===== config.mk =====
export PLATFORM = sky130hd
export DESIGN_NAME = pet2001_clkgen
export DESIGN_NICKNAME = d
export VERILOG_FILES = /design/src/rtl/pet2001_clkgen.sv
export SDC_FILE = /design/constraint.sdc
export NUM_CORES = 1
export LEC_CHECK = 0
export CAP_MARGIN = 20
export CORE_MARGIN = 1
export CORE_UTILIZATION = 40
export CTS_CLUSTER_DIAMETER = 50
export DETAILED_ROUTE_END_ITERATION = 10
export PLACE_DENSITY = 0.7
export SYNTH_ARGS = -nofsm -noshare
export SYNTH_HDL_FRONTEND = slang
export SYNTH_SLANG_ARGS = --single-unit

===== constraint.sdc =====
create_clock -name clk_i -period 2 [get_ports clk_i]
set_clock_uncertainty 0.1 [all_clocks]
set_input_delay 0.4 -clock clk_i [delete_from_list [all_inputs] [get_ports clk_i]]
set_output_delay 0.4 -clock clk_i [all_outputs]
set_load 0.05 [all_outputs]

===== src/rtl/pet2001_clkgen.sv =====
// Clock-enable generator: 8 MHz phase strobes, 1 MHz system strobe and a turbo/freeze-able CPU strobe.
// Optional cpu_cycles counter enabled by defining PET_CLKGEN_CYCLE_COUNT_EN.
module pet2001_clkgen #(
  parameter int CLK_PER_8M = 7,
  parameter int NEG_PHASE  = 4
) (
  input  logic        clk_i,
  input  logic        reset_i,
  input  logic        clk_speed_i,
  input  logic        clk_stop_i,
  output logic        ce_8mp_o,
  output logic        ce_8mn_o,
  output logic        ce_1m_o,
  output logic        ce_cpu_o,
`ifdef PET_CLKGEN_CYCLE_COUNT_EN
  output logic        stopped_o,
  output logic [31:0] cpu_cycles_o
`else
  output logic        stopped_o
`endif
);

  localparam logic [3:0] PH_LAST = 4'(CLK_PER_8M - 1);
  localparam logic [3:0] PH_NEG  = 4'(NEG_PHASE);

  logic [3:0] ph_q, ph_d;
  logic [2:0] sub_q, sub_d;
  logic       speed_q, stop_q;
  logic       ce_8mp_q, ce_8mn_q, ce_1m_q, ce_cpu_q;
  logic       ce_8mp_d, ce_8mn_d, ce_1m_d, ce_cpu_d;
  logic       wrap;

  assign wrap = (ph_q == PH_LAST);

  // Strobes decode the current count and are registered, so each lands one clk later.
  always_comb begin
    ph_d     = wrap ? 4'd0 : ph_q + 4'd1;
    sub_d    = wrap ? sub_q + 3'd1 : sub_q;
    ce_8mp_d = (ph_q == 4'd0);
    ce_8mn_d = (ph_q == PH_NEG);
    ce_1m_d  = wrap && (sub_q == 3'd7);
    ce_cpu_d = !stop_q && (speed_q ? wrap : ce_1m_d);
  end

  always_ff @(posedge clk_i or posedge reset_i) begin
    if (reset_i) begin
      ph_q     <= 4'd0;
      sub_q    <= 3'd0;
      speed_q  <= 1'b0;
      stop_q   <= 1'b0;
      ce_8mp_q <= 1'b0;
      ce_8mn_q <= 1'b0;
      ce_1m_q  <= 1'b0;
      ce_cpu_q <= 1'b0;
    end else begin
      ph_q     <= ph_d;
      sub_q    <= sub_d;
      ce_8mp_q <= ce_8mp_d;
      ce_8mn_q <= ce_8mn_d;
      ce_1m_q  <= ce_1m_d;
      ce_cpu_q <= ce_cpu_d;
      // Mode changes only at a 1 MHz boundary so CPU cycles are never cut short.
      if (ce_1m_q) begin
        speed_q <= clk_speed_i;
        stop_q  <= clk_stop_i;
      end
    end
  end

  assign ce_8mp_o  = ce_8mp_q;
  assign ce_8mn_o  = ce_8mn_q;
  assign ce_1m_o   = ce_1m_q;
  assign ce_cpu_o  = ce_cpu_q;
  assign stopped_o = stop_q;

`ifdef PET_CLKGEN_CYCLE_COUNT_EN
  logic [31:0] cyc_q, cyc_d;

  assign cyc_d = cyc_q + 32'(ce_cpu_q);

  always_ff @(posedge clk_i or posedge reset_i) begin
    if (reset_i) cyc_q <= 32'd0;
    else         cyc_q <= cyc_d;
  end

  assign cpu_cycles_o = cyc_q;
`endif

endmodule

; ---- Yosys cells after proc, flatten, opt, wreduce, memory -nomap -nowiden
; Index checks and enable logic that the tools add are counted.
[totals]
output_inout_bits = 5
wordCells = 19
regBits = 13
input_bits = 4
[op_classes]
reduce_logical = 4
n_mux = 2
add_sub_neg = 2
n_eq_ne = 3
[ops]
columns = op, count
row1 = $eq 4x3->1 const B, 2
row2 = $add 4x1->4 const B, 1
row3 = $logic_not 4->1, 1
row4 = $mux 4, 1
row5 = $add 3x1->3 const B, 1
row6 = $eq 3x3->1 const B, 1
row7 = $logic_and 1x1->1, 2
row8 = $logic_not 1->1, 1
row9 = $mux 1, 1

; ---- Depth between registers and ports, before layout
[logic_depth]
word_depth = 4
ltp_mapped = 4
ltp_nobuf = 4

; ---- Least setup slack after synthesis
; Ideal clock, no wire load.
[synth_timing]
path_type = flip-flop to flip-flop
start = reg sub_q[0]
end = reg sub_q[2]
stages_incl_launch_ff = 4
t_arrival_ps = 1063
t_required_ps = 1775
setup_ps = 125
n_path_buf = 0
period_less_slack_ps = 1288
path_slack_ps = 712
path_cell_list = dfrtp_1 -> ha_1 -> ha_1 -> mux2_4
[synth_via]
elab_chain_len = 1
[synth_rtl]
columns = item, line_no
row1 = start: declaration, 27  ; logic [2:0] sub_q, sub_d;
row2 = start signal: assignment, 57  ; sub_q <= sub_d;
row3 = $add 3x1->3, 38  ; sub_d = wrap ? sub_q + 3'd1 : sub_q;
; Every way passes these cells.
; A chain may end at the register's enable or synchronous reset.

; ---- Worst setup path in the final report
[layout_timing]
start = reg stop_q, in the netlist stopped_o
end = out stopped_o
[layout_rtl]
columns = item, line_no
row1 = start: declaration, 28  ; logic speed_q, stop_q;
row2 = start signal: assignment, 65  ; stop_q <= clk_stop_i;
row3 = end: declaration, 19  ; output logic stopped_o
; No word-level cell between the ends.

==> reports/qor.yml <==
post_cts_resized: 0
post-route-period-util_pct: 97.1
p_per_area_nw_per_um2: 658
use_met1_pct: 16.2
place.gp.congestion: 0.734
max_stage_delay_ns: 0.80
hold_viol_final: 0
drtIter0Drc: 1
clk_latency_ns: 0.27
cp.arrival_ns: 1.44
drtPass1Iterations: 2
drtAntennaViolNets: 0
holdBufCountCts: 0
critPathLaunchType: "register"
die_x_um: 38.4
nFillCells: 108
grt_pass1_vias: 325
min_period_ns: 1.94
core-area_um2: 1170
cpLargestDelayFamily: "buffers and inverters"
worst_slew_pin_slew_ns: 0.493
grt_usage_pct: 14.1
numPlacedInstances: 60
grt_pass1_wl_um: 1330
syn_avg_cell_area_um2: 13.9
maxCapViolations: 0
synth_area_um2: 529
viasPerCell: 4.94
use_met3_pct: 3.49
drt-total-wl_um: 820
syn_to_final_growth_pct: 22.9
synthesis.nets: 44
root_buffer: "clkbuf_4"
io_pins: 9
synth_seq_cells: 13
die_y_um: 38.4
antenna_cells: 0
hold_path.class: "input pin to async pin"
fp-row-count: 12
status: "completed"
fmax_mhz: 515
ir_worst_vdd_uv: 351
grt-ovfl-total: 0
vias: 316
setup_violations: 0
layout-drive-gt1-share_pct: 22.0
power_w: 0.000428
cts_post_setup_buffers_inserted: 0
cts_buffers: 3
p_leak_nw: 0.285
ys_seq_area_share_pct: 61.5
clock_sinks: 13
layout.cells.non_filler: 64
finalMaxSlewViolations: 0
htree_levels: 1
clockBufferDepth: 2
synth_cell_type_count: 19
cpMaxStageDelayCell: "clkdlybuf4s50_1"
cts_tree: "yes"
die-area_um2: 1470
crit_buf_inv: 1
antenna_found_initial: 0
portBuffers: 8
busiest_layer: "met2"
cp_max_fo: 3
crit_chain: "clkdlybuf4s50_1"
clkTransAtPathRegs_ns: 0.07
final_nets: 57
worstPathRequired_ns: 1.50
rsz0062_at_grt: "no"
start_util_pct: 45.2
routedWlPerCell_um: 12.8
endpoint_kind: "primary output"
grt_use_met2_pct: 22.5
slew_headroom_pct: 67.0
yosys_warnings: 0
worstSetupPathType: "register to primary output"
grt_max_degree: 14
route.detailed.drc: 0
netlist_instances: 38
finalSetupTns_ns: 0
routing by layer:
metal  share of wire (%)  wire [um]
met2                  50        410
met4                 1.2         10
met5                   0          0
met1                  43        356
met3                 5.2         43
path summary, 6_finish.rpt:
kind                       slack, ns  cells after the start         to      start
max in group asynchronous       1.13                      2   sub_q[2]    reset_i
min in group clk_i              0.37                      1   ce_cpu_o  stopped_o
max                             0.06                      1  stopped_o  stopped_o
max reg2reg                     0.62                      3   sub_q[2]    ph_q[0]
min reg2reg                     0.37                      1   ce_cpu_o  stopped_o
min                             0.35                      2  stopped_o    reset_i
cells in the mapped netlist:
cell / number / area share, %
mux2i_1: 1 / 1.9
mux2_4: 2 / 5.7
nand2b_2: 1 / 1.7
nor2_4: 1 / 2.1
xnor2_1: 1 / 1.7
nor4_1: 2 / 2.4
nand2_1: 1 / 0.71
o21ai_0: 1 / 0.94
dfrtp_1: 13 / 61
ha_1: 2 / 4.7
mux2_2: 2 / 4.3
nand3_1: 2 / 1.9
nor2_1: 2 / 1.4
and2_1: 1 / 1.2
nand2b_4: 1 / 2.6
a21boi_0: 1 / 1.4
inv_1: 2 / 1.4
xor2_1: 1 / 1.7
nor3_1: 1 / 0.94
cell families (layout without fill, tap and decap cells):
family	after synthesis	after routing	synth area share (%)
flip-flops	13	13	61.5
AND/OR/NAND/NOR	12	12	14.9
multiplexers	5	5	11.8
adder cells (fa/ha/maj)	2	2	4.73
AO/OA/AOI/OAI	2	2	2.36
XOR/XNOR	2	2	3.31
buffers and inverters	2	14	1.42
cell type report:
| class | instances | area [um2] | area share, % |
|---|---|---|---|
| well taps | 14 | 17.5 | 2.69 |
| flip-flops and latches | 13 | 325 | 50.0 |
| multi-input cells | 23 | 196 | 30.2 |
| clock buffers | 4 | 26.3 | 4.04 |
| repair buffers | 8 | 77.6 | 11.9 |
| inverters | 2 | 7.51 | 1.15 |
stage by stage:
| stage | hold slack [ns] | utilization [%] | cell area, um2 | setup slack, ns |
|---|---|---|---|---|
| after global routing | 0.393 | 55.6 | 651 | 0.00176 |
| final | 0.350 | 55.6 | 651 | 0.0589 |
| after detailed placement | 0.367 | 53.3 | 624 | 0.348 |
| after floorplan | 0.177 | - | 529 | 0.712 |
| after global placement | 0.341 | 53.3 | 624 | 0.364 |
| after CTS | 0.362 | 55.6 | 651 | 0.0483 |
worst reg2reg max path, stage by stage, from the launching register on:
cell and delay, ns:
dfrtp_1 0.45, nand2b_2 0.24, nor2_4 0.17, mux2_4 0.31
sequential cells by signal, indices dropped and copies added (netlist names):
| name | count |
|---|---|
| ce_cpu_o | 1 |
| ph_q | 4 |
| stopped_o | 1 |
| ce_8mp_o | 1 |
| sub_q | 3 |
| ce_8mn_o | 1 |
| speed_q | 1 |
| ce_1m_o | 1 |
power by group:
group | internal [W] | switching, W | total [W]
registers | 0.000263 | 0 | 0.000263
logic | 0.00000520 | 0.00000534 | 0.0000105
clock network | 0.0000772 | 0.0000777 | 0.000155
cells in the final DEF (no fill, tap or decap), types with 2 or more instances in the layout:
cell type        Yosys  routed
ha_1                 2       2
clkdlybuf4s50_1      0       7
nor4_1               2       2
dfrtp_1             13      13
clkbuf_4             0       3
nor2_1               2       2
nand3_1              2       2
mux2_2               2       2
mux2_4               2       2
inv_1                2       2
No activity file was read; power rests on OpenSTA's default activity.
